==> config.mk <==
export PLATFORM = sky130hd
export DESIGN_NAME = gb_oam_dma
export DESIGN_NICKNAME = d
export VERILOG_FILES = /design/src/rtl/gb_oam_dma.sv
export SDC_FILE = /design/constraint.sdc
export NUM_CORES = 1
export LEC_CHECK = 0
export ABC_AREA = 0
export CORE_MARGIN = 2
export CORE_UTILIZATION = 44
export DETAILED_ROUTE_END_ITERATION = 12
export GPL_TIMING_DRIVEN = 0
export HOLD_SLACK_MARGIN = 0.1
export PLACE_DENSITY = 0.87
export RECOVER_POWER = 50
export SETUP_SLACK_MARGIN = 0.4
export SLEW_MARGIN = 20
export SYNTH_ARGS = -nofsm -noshare
export SYNTH_HDL_FRONTEND = slang
export SYNTH_SLANG_ARGS = --single-unit
==> constraint.sdc <==
create_clock -name clk_m -period 5.8 [get_ports clk_m]
set_clock_uncertainty 0.2 [all_clocks]
set_input_delay 0.87 -clock clk_m [delete_from_list [all_inputs] [get_ports clk_m]]
set_output_delay 0.87 -clock clk_m [all_outputs]
set_load 0.01 [all_outputs]
==> src/rtl/gb_oam_dma.sv <==
// OAM DMA engine: copies one XFER_LEN-byte image from a 256-byte source page into OAM.
// One read per cycle during XFER; each byte is written to OAM on the following cycle.
module gb_oam_dma #(
   parameter int XFER_LEN = 160
) (
   input  logic        clk_m,
   input  logic        reset,
   input  logic        dma_start,
   input  logic [15:0] dma_start_addr,
   output logic        mem_rd_en,
   output logic [15:0] mem_rd_addr,
   input  logic [7:0]  mem_rd_data,
   output logic        oam_wr_en,
   output logic [7:0]  oam_wr_addr,
   output logic [7:0]  oam_wr_data,
   output logic        dma_active,
   output logic        dma_done,
   output logic [1:0]  dbg_state
);

   typedef enum logic [1:0] {
      IDLE  = 2'd0,
      SETUP = 2'd1,
      XFER  = 2'd2,
      DRAIN = 2'd3
   } state_t;

   localparam logic [7:0] LAST_IDX = 8'(XFER_LEN - 1);

   state_t     state_q, state_d;
   logic [7:0] index_q, index_d;
   logic [7:0] page_q, page_d;
   logic       pend_q, pend_d;
   logic [7:0] pend_idx_q, pend_idx_d;
   logic       done_q, done_d;
   logic [7:0] start_page;

   // Pages 0xE0-0xFF are the echo of work RAM at 0xC0-0xDF.
   always_comb begin
      start_page = dma_start_addr[15:8];
      if (dma_start_addr[15:8] >= 8'hE0) begin
         start_page = dma_start_addr[15:8] - 8'h20;
      end
   end

   always_comb begin
      state_d    = state_q;
      index_d    = index_q;
      page_d     = page_q;
      pend_d     = 1'b0;
      pend_idx_d = pend_idx_q;
      done_d     = 1'b0;

      // A start request in any state (re)starts the copy; the read issued this
      // cycle is dropped because pend_d stays low.
      if (dma_start) begin
         state_d = SETUP;
         page_d  = start_page;
         index_d = 8'd0;
      end else begin
         case (state_q)
            SETUP: begin
               state_d = XFER;
               index_d = 8'd0;
            end
            XFER: begin
               pend_d     = 1'b1;
               pend_idx_d = index_q;
               if (index_q == LAST_IDX) begin
                  state_d = DRAIN;
               end else begin
                  index_d = index_q + 8'd1;
               end
            end
            DRAIN: begin
               state_d = IDLE;
               done_d  = 1'b1;
            end
            default: ;
         endcase
      end
   end

   always_ff @(posedge clk_m) begin
      if (reset) begin
         state_q    <= IDLE;
         index_q    <= 8'd0;
         page_q     <= 8'd0;
         pend_q     <= 1'b0;
         pend_idx_q <= 8'd0;
         done_q     <= 1'b0;
      end else begin
         state_q    <= state_d;
         index_q    <= index_d;
         page_q     <= page_d;
         pend_q     <= pend_d;
         pend_idx_q <= pend_idx_d;
         done_q     <= done_d;
      end
   end

   always_comb begin
      mem_rd_en   = (state_q == XFER);
      mem_rd_addr = mem_rd_en ? {page_q, index_q} : 16'h0000;
      oam_wr_en   = pend_q;
      oam_wr_addr = pend_q ? pend_idx_q : 8'h00;
      oam_wr_data = pend_q ? mem_rd_data : 8'h00;
      dma_active  = (state_q != IDLE);
      dma_done    = done_q;
      dbg_state   = state_q;
   end

endmodule

==> metrics, run 1 <==
aggregate global routing overflow=0; clock insertion delay at the later pin of the skew report=0.32 ns; most used flip-flop cell after synthesis=dfxtp_1; Crit Path Class=register to primary output; portion of the clock cycle consumed by the worst path in the final layout=0.592; Pre-Repair DR Iteration Count=4; Crit-path slowest cell=dfxtp_1; Std-Cell Core Area=0.00305 mm²; final setup vio count=0; critical path required time=4.73 ns; asr flop ratio synth=0; number of antenna repair diodes=0; number of nets still failing antenna checks after routing=0; area used by sequential logic in the layout=561 µm²; cts repair resizes=0; total via count after detailed routing=1377; total CTS buffers=3; startpoint of the most critical register-to-register path=index_q[0]; count of H-tree levels built during CTS=1; syn_nets=200; total of hold buffers inserted after clock tree synthesis=0; first-pass GRT wire length=5000 µm; number of DRC violations after detailed routing=0; met1 usage in global routing=0.211; critical-path cell list=nand2b_1, inv_1, clkbuf_1, buf_2, and2_1, clkdlybuf4s50_1; status=completed; transition time at the pin with the least slew margin=0.576 ns; worst reg2reg path endpoint=index_q[6]; Commonest cells post-synth=and2_1, dfxtp_1, a21oi_1, nand2_1, nor2_1; average detailed-routed wire length per instance=11.7 µm; P&R area growth vs syn=46.9%; total wire length after detailed routing=3220 µm; register clock-pin slew on the reported worst setup and hold paths=0.15 ns; maximum buffer depth of the clock tree=2; worst setup margin=2.37 ns; sequential share of the synthesized area=0.400; routability-driven placement congestion ratio=0.824; Num Clock Sinks=28; endpoint of the worst hold-timing path=page_q[6]; Starting Density=0.459; largest incremental delay on the critical path=0.55 ns; vias per cell=5.03; grt met3 use=0.0235; reported max-cap violation count=0; number of cells traversed by the worst register-to-register path=6; area of combinational cells with multiple inputs=779 µm²; post-layout min period=3.43 ns; die height=60.5 µm; dominant cell by count in the synthesized netlist=and2_1; clock root buffer=clkbuf_4; endpoint type of the worst setup path=primary output; initial DRC count=41; R2R Setup Slk=3.77 ns; synthesized netlist cell count=171; Max Freq=0.291 GHz; number of slew-limit violations in the final report=0; area of the die=0.00366 mm²; hpwl dp=2500 µm; minimum setup slack after placement=2.74 ns; IR drop worst, VDD=119 µV; number of buffers and inverters on the critical path=4; synthesized cell area=0.00140 mm²; pin count of the biggest net entering global routing=17; critical-path maximum fanout=10; largest cells by area after synthesis=dfxtp_1, and2_1, a21oi_1; mean post-synth cell area=8.20 µm²; Yosys top cell area share=0.400; filler instances=275; via count of the first global-routing pass=1198; worst endpoint data arrival time=2.36 ns; GR met2 Demand/Resource=0.329; class of the most critical hold timing path=register to register; initial antenna violation count=0; PD cells=175 mW/mm²; number of hold violations in the final report=0; chip width=60.5 µm; warnings from Yosys=0; total I/O pin count=65; busiest metal layer after global routing=met2; worst rel slew slack=0.616; crit path launch type=register; layout cell share with drive strength beyond 1=0.0739; Post-CTS Setup Repair Bufs=0; largest area contributor in the synthesized netlist=dfxtp_1; FF+latch count, synth=28; clock tree from TritonCTS=yes; RSZ-0062 raised after global routing=false; overall routing resource usage=0.180; family with the most delay on the worst path=buffers and inverters; number of flops mapped to enable cells by yosys=0; quantity of I/O buffers inserted on ports=55; total number of nets in the final design=260; Fin Setup TNS=0 ns; hold path startpoint=page_q[6]; Netlist cell types=34; Rows=20; Static Leakage=0.000818 µW; cell depth of the worst hold path=2
[flip-flops by register name, summed over array words and instances, names as in the netlist]
name / flops
oam_wr_en: 1
pend_idx_q: 8
index_q: 8
page_q: 8
dma_done: 1
dbg_state: 2
[tightest hold or removal path, delay by kind of cell (launching register included)]
family,cells,cell delay [ns]
flops,1,0.33
compound gates,1,0.05
simple gates,1,0.06
[kinds of logic (layout without fill, tap and decap cells)]
kind of cell               Yosys count  in the layout  share of synthesized area
AOI/OAI and AO/OA                   36             36                      0.165
adders and majority gates            2              2                     0.0178
and+or+nand+nor                     85             85                      0.331
xor gates and xnor gates             1              1                    0.00625
buffers and inverters               14             73                     0.0446
DFF                                 28             28                      0.400
muxes                                5              5                     0.0357
[placed cells by master, fill, tap and decap left out, types with 4 or more instances in the layout]
cell / instances
clkdlybuf4s50_1: 49
and2_1: 31
dfxtp_1: 28
nand2_1: 16
a21oi_1: 16
nor2_1: 11
o21ai_0: 10
nand3_1: 7
nand2b_1: 6
clkbuf_1: 6
dlygate4sd3_1: 6
inv_1: 5
mux2i_1: 5
or2_2: 4
[area by class of cell]
type                       instances  area share
tap                               44      0.0267
buffer                             9      0.0213
multi-input combinational        129       0.378
inverter                           5     0.00911
clock buffer                       3      0.0109
timing repair buffer              55       0.267
clock inverter                     1      0.0146
sequential                        28       0.272
[worst max-delay path by stage]
stage	start	cells past startpoint	endpoint	slack, ns
floorplan	dbg_state[1]	5	mem_rd_addr[10]	3.45
global placement	mem_rd_data[1]	3	oam_wr_data[1]	2.76
detailed placement	mem_rd_data[1]	3	oam_wr_data[1]	2.74
CTS	dbg_state[1]	6	mem_rd_addr[11]	2.35
global route	dbg_state[1]	6	mem_rd_addr[11]	2.16
finish	dbg_state[1]	6	mem_rd_addr[11]	2.37
[metrics by stage]
step	hold WS [ns]	area [µm²]	total power, µW	std cells	util
2_1_floorplan	0.241	1400	219	171	-
4_1_cts	0.275	2060	365	274	0.675
5_1_grt	0.303	2060	376	274	0.675
3_3_place_gp	0.252	2010	240	270	0.658
6_report	0.273	2060	361	274	0.675
3_5_place_dp	0.255	2010	240	270	0.658
[power breakdown]
part | total [µW] | switching [µW] | internal (µW)
Clock | 126 | 55.7 | 69.9
Sequential | 200 | 3.17 | 196
Combinational | 36.3 | 15.7 | 20.6
Total | 361 | 74.6 | 287
[per-layer routing]
| layer | vias up | part of all wire |
|---|---|---|
| met5 | - | 0 |
| met4 | 0 | 0.0084 |
| met3 | 2 | 0.069 |
| met2 | 50 | 0.49 |
| met1 | 625 | 0.43 |
| li1 | 700 | - |
Power figures use the tool's default switching activity.
==> run 2, diff against run 1 <==
--- a/config.mk
+++ b/config.mk
@@ -7,11 +7,11 @@
 export LEC_CHECK = 0
 export ABC_AREA = 0
 export CORE_MARGIN = 2
-export CORE_UTILIZATION = 44
+export CORE_UTILIZATION = 41
 export DETAILED_ROUTE_END_ITERATION = 12
 export GPL_TIMING_DRIVEN = 0
 export HOLD_SLACK_MARGIN = 0.1
-export PLACE_DENSITY = 0.87
+export PLACE_DENSITY = 0.82
 export RECOVER_POWER = 50
 export SETUP_SLACK_MARGIN = 0.4
 export SLEW_MARGIN = 20
==> constraint.sdc (replaced) <==
create_clock -name clk_m -period 3.55 [get_ports clk_m]
set_clock_uncertainty 0.2 [all_clocks]
set_input_delay 0.5325 -clock clk_m [delete_from_list [all_inputs] [get_ports clk_m]]
set_output_delay 0.5325 -clock clk_m [all_outputs]
set_load 0.01 [all_outputs]
==> metrics, run 2 (synthesis gave the netlist of run 1 again) <==
status=completed; number of slew-limit violations in the final report=0; register clock-pin slew on the reported worst setup and hold paths=0.15 ns; via count of the first global-routing pass=1279; Max Freq=0.329 GHz; average detailed-routed wire length per instance=11.5 µm; clock root buffer=clkbuf_4; total wire length after detailed routing=3180 µm; Rows=21; IR drop worst, VDD=200 µV; transition time at the pin with the least slew margin=0.542 ns; worst reg2reg path endpoint=index_q[6]; number of hold violations in the final report=0; cell depth of the worst hold path=2; P&R area growth vs syn=44.4%; Regs by FF count=index_q (8), page_q (8), pend_idx_q (8); die height=62.5 µm; largest incremental delay on the critical path=0.53 ns; initial DRC count=35; total CTS buffers=3; routability-driven placement congestion ratio=0.797; Num Clock Sinks=28; overall routing resource usage=0.168; Sw Pwr=120 µW; layout cell share with drive strength beyond 1=0.0609; hold path startpoint=reset; first-pass GRT wire length=5360 µm; RSZ-0062 raised after global routing=false; internal power summed over all cells=417 µW; relative contribution of sequential cells to total power=0.607; most frequent standard cell in the layout excluding fill and tap cells=clkdlybuf4s50_1; clock tree from TritonCTS=yes; chip width=62.5 µm; critical-path maximum fanout=10; Clk network pwr share=0.285; clock insertion delay at the later pin of the skew report=0.33 ns; worst rel slew slack=0.639; hpwl dp=2460 µm; endpoint of the worst hold-timing path=pend_idx_q[4]; number of nets still failing antenna checks after routing=0; portion of the clock cycle consumed by the worst path in the final layout=0.855; vias per cell=4.94; Fin Setup TNS=0 ns; switching share of power=0.223; startpoint of the most critical register-to-register path=index_q[0]; initial antenna violation count=0; maximum buffer depth of the clock tree=2; Post-CTS Setup Repair Bufs=0; Std-Cell Core Area=0.00331 mm²; worst endpoint data arrival time=2.30 ns; total via count after detailed routing=1364; class of the most critical hold timing path=primary input to register; area of the die=0.00391 mm²; Static Leakage=0.000809 µW; aggregate global routing overflow=0; area used by sequential logic in the layout=561 µm²; Pre-Repair DR Iteration Count=4; total I/O pin count=65; number of DRC violations after detailed routing=0; Crit Path Class=register to primary output; top library cells by usage in the layout, fill and taps aside=clkdlybuf4s50_1, and2_1, dfxtp_1, nand2_1, a21oi_1; pin count of the biggest net entering global routing=16; number of cells traversed by the worst register-to-register path=6; quantity of I/O buffers inserted on ports=55; Comb pwr share=0.108; filler instances=315; crit path launch type=register; post-layout min period=3.04 ns; PD cells=265 mW/mm²; count of H-tree levels built during CTS=1; Crit-path slowest cell=clkdlybuf4s50_1; area of combinational cells with multiple inputs=766 µm²; final setup vio count=0; endpoint type of the worst setup path=primary output; reported max-cap violation count=0; critical-path cell list=nand2b_1, inv_1, clkbuf_2, clkbuf_1, and2_1, clkdlybuf4s50_1; number of antenna repair diodes=0; Starting Density=0.424; fraction of the core area covered by cells at the end of the flow=0.612; total number of nets in the final design=260; R2R Setup Slk=1.30 ns; critical path required time=2.82 ns
[run 2: worst max-delay path: cells and delay by family, from the launching register on]
family	cells	cell delay, ns
buf+inv	4	1.14
flops	1	0.52
simple gates	2	0.32
[run 2: worst max-delay path by stage]
stage | startpoint | to
6_report | dbg_state[1] | mem_rd_addr[8]
5_1_grt | dbg_state[1] | mem_rd_addr[7]
4_1_cts | dbg_state[1] | mem_rd_addr[8]
3_5_place_dp | dbg_state[1] | mem_rd_addr[12]
3_3_place_gp | dbg_state[1] | mem_rd_addr[11]
2_1_floorplan | dbg_state[1] | mem_rd_addr[10]
[run 2: layout make-up]
type / count / share of cell area
plain buffers: 9 / 0.0179
clock buffers: 4 / 0.0179
inverters: 5 / 0.00926
multi-input cells: 129 / 0.378
flip-flops and latches: 28 / 0.277
well taps: 46 / 0.0284
repair buffers: 55 / 0.272
[run 2: power groups by stage]
stage / combinational, µW / sequential (µW) / clock (µW)
after floorplan: 26.8 / 332 / 0
after global placement: 59.3 / 332 / 0
after detailed placement: 60.0 / 333 / 0
after CTS: 60.2 / 326 / 158
after global routing: 63.3 / 327 / 176
final: 57.9 / 326 / 153
[run 2: repair_timing]
item                       CTS  global route
setup endpoints to repair    0             9
hold buffers                 0             0
resized for setup            0             3
[run 2: per-stage QoR]
step                      hold WS, ns  cell area (µm²)  instances  setup slack [ns]  power (µW)
after floorplan                 0.241             1400        171              1.54         359
after global placement          0.251             2010        272             0.839         392
after detailed placement        0.262             2010        272             0.821         393
after CTS                       0.257             2050        276             0.429         544
after global routing            0.248             2030        276             0.253         566
final                           0.266             2030        276             0.514         536
[run 2: metal layers]
layer,global-route usage,vias to the layer above,part of all wire
met1,0.183,619,0.43
met5,0,-,0
met3,0.0396,2,0.080
li1,-,701,-
met4,0.0861,0,0.0094
met2,0.302,42,0.48
==> run 3, diff against run 2 <==
--- a/config.mk
+++ b/config.mk
@@ -6,7 +6,6 @@
 export NUM_CORES = 1
 export LEC_CHECK = 0
 export ABC_AREA = 0
-export CORE_MARGIN = 2
 export CORE_UTILIZATION = 41
 export DETAILED_ROUTE_END_ITERATION = 12
 export GPL_TIMING_DRIVEN = 0
==> metrics, run 3 (synthesis gave the netlist of run 1 again) <==
average detailed-routed wire length per instance=11.6 µm; chip width=60.5 µm; worst endpoint data arrival time=2.35 ns; top library cells by usage in the layout, fill and taps aside=clkdlybuf4s50_1, and2_1, dfxtp_1, nand2_1, a21oi_1; total CTS buffers=3; initial antenna violation count=0; post-layout min period=3.08 ns; first-pass GRT wire length=5170 µm; clock root buffer=clkbuf_4; Fin Setup TNS=0 ns; total I/O pin count=65; aggregate global routing overflow=0; final setup vio count=0; Max Freq=0.325 GHz; quantity of I/O buffers inserted on ports=55; switching share of power=0.220; clock tree from TritonCTS=yes; Comb pwr share=0.110; startpoint of the most critical register-to-register path=index_q[0]; Starting Density=0.445; critical path required time=2.82 ns; Num Clock Sinks=28; overall routing resource usage=0.186; P&R area growth vs syn=44.2%; PD cells=264 mW/mm²; count of H-tree levels built during CTS=1; total via count after detailed routing=1375; hpwl dp=2500 µm; number of buffers and inverters on the critical path=4; via count of the first global-routing pass=1186; Crit-path slowest cell=clkdlybuf4s50_1; die height=60.5 µm; cell depth of the worst hold path=2; number of antenna repair diodes=0; number of DRC violations after detailed routing=0; R2R Setup Slk=1.30 ns; endpoint type of the worst setup path=primary output; filler instances=309; Clk network pwr share=0.281; maximum buffer depth of the clock tree=2; worst reg2reg path endpoint=index_q[6]; Tot Pwr=535 µW; relative contribution of sequential cells to total power=0.609; largest incremental delay on the critical path=0.54 ns; layout cell share with drive strength beyond 1=0.0609; clock insertion delay at the later pin of the skew report=0.32 ns; total wire length after detailed routing=3180 µm; number of slew-limit violations in the final report=0; endpoint of the worst hold-timing path=page_q[6]; class of the most critical hold timing path=register to register; Static Leakage=0.000811 µW; Sw Pwr=118 µW; routability-driven placement congestion ratio=0.806; hold path startpoint=page_q[6]; number of cells traversed by the worst register-to-register path=6; minimum setup slack after placement=0.820 ns; crit path launch type=register; status=completed; initial DRC count=39; total number of nets in the final design=260; pin count of the biggest net entering global routing=16; RSZ-0062 raised after global routing=false; vias per cell=5.02; worst rel slew slack=0.620; Post-CTS Setup Repair Bufs=0; internal power summed over all cells=417 µW; family with the most delay on the worst path=buffers and inverters; number of nets still failing antenna checks after routing=0; portion of the clock cycle consumed by the worst path in the final layout=0.867; Regs by FF count=index_q (8), page_q (8), pend_idx_q (8); area of the die=0.00366 mm²; final hold slack=0.275 ns; worst setup margin=0.472 ns; IR drop worst, VDD=139 µV; Std-Cell Core Area=0.00315 mm²; Rows=20; transition time at the pin with the least slew margin=0.569 ns; Crit Path Class=register to primary output; reported max-cap violation count=0; critical-path maximum fanout=10; number of hold violations in the final report=0; register clock-pin slew on the reported worst setup and hold paths=0.14 ns; critical-path cell list=nand2b_1, inv_1, clkbuf_2, clkbuf_1, and2_1, clkdlybuf4s50_1; Pre-Repair DR Iteration Count=4; most frequent standard cell in the layout excluding fill and tap cells=clkdlybuf4s50_1
==> run 3: area by class of cell <==
cell class                      count  area (µm²)  area share
Multi-Input combinational cell    129         766       0.378
Sequential cell                    28         561       0.277
Buffer                              9        36.3      0.0179
Timing Repair Buffer               55         551       0.272
Tap cell                           44        55.1      0.0272
Inverter                            5        18.8     0.00928
Clock buffer                        4        36.3      0.0179
==> run 3: worst max-delay path by stage <==
stage | start | endpoint | slack [ns] | cells after the start
global route | dbg_state[1] | mem_rd_addr[10] | 0.33 | 6
floorplan | dbg_state[1] | mem_rd_addr[10] | 1.54 | 5
CTS | dbg_state[1] | mem_rd_addr[9] | 0.44 | 6
global placement | dbg_state[1] | mem_rd_addr[9] | 0.83 | 6
finish | dbg_state[1] | mem_rd_addr[9] | 0.47 | 6
detailed placement | dbg_state[1] | mem_rd_addr[9] | 0.82 | 6
==> run 3: worst register-to-register path, stage by stage, from the launching register on <==
cell      delay (ns)
dfxtp_1         0.40
ha_1            0.25
and3_1          0.22
and4_2          0.22
clkbuf_1        0.19
o211a_1         0.32
a221o_1         0.35
==> run 3: routing by layer <==
| metal | GRT usage | share of wire | vias to the layer above | wire length (µm) |
|---|---|---|---|---|
| met5 | 0 | 0 | - | 0 |
| met4 | 0.0584 | 0.0060 | 0 | 19 |
| met3 | 0.0277 | 0.055 | 2 | 174 |
| met2 | 0.314 | 0.47 | 39 | 1490 |
| met1 | 0.247 | 0.47 | 632 | 1500 |
| li1 | - | - | 702 | - |
==> run 3: metrics by stage <==
stage / area, µm² / std cells / utilization
after floorplan: 1400 / 171 / -
after global placement: 2010 / 270 / 0.637
after detailed placement: 2010 / 270 / 0.637
after CTS: 2040 / 274 / 0.648
after global routing: 2020 / 274 / 0.642
final: 2020 / 274 / 0.642
==> run 3: timing repair <==
action | in CTS | in global routing
resized for setup | 0 | 3
hold buffers | 0 | 0
endpoints found under the setup margin | 0 | 8
==> run 3: power groups by stage <==
stage | registers, µW | clock network, µW | logic [µW]
after floorplan | 332 | 0 | 26.8
after global placement | 332 | 0 | 59.3
after detailed placement | 333 | 0 | 60.3
after CTS | 326 | 155 | 60.6
after global routing | 327 | 169 | 64.4
final | 326 | 150 | 58.7
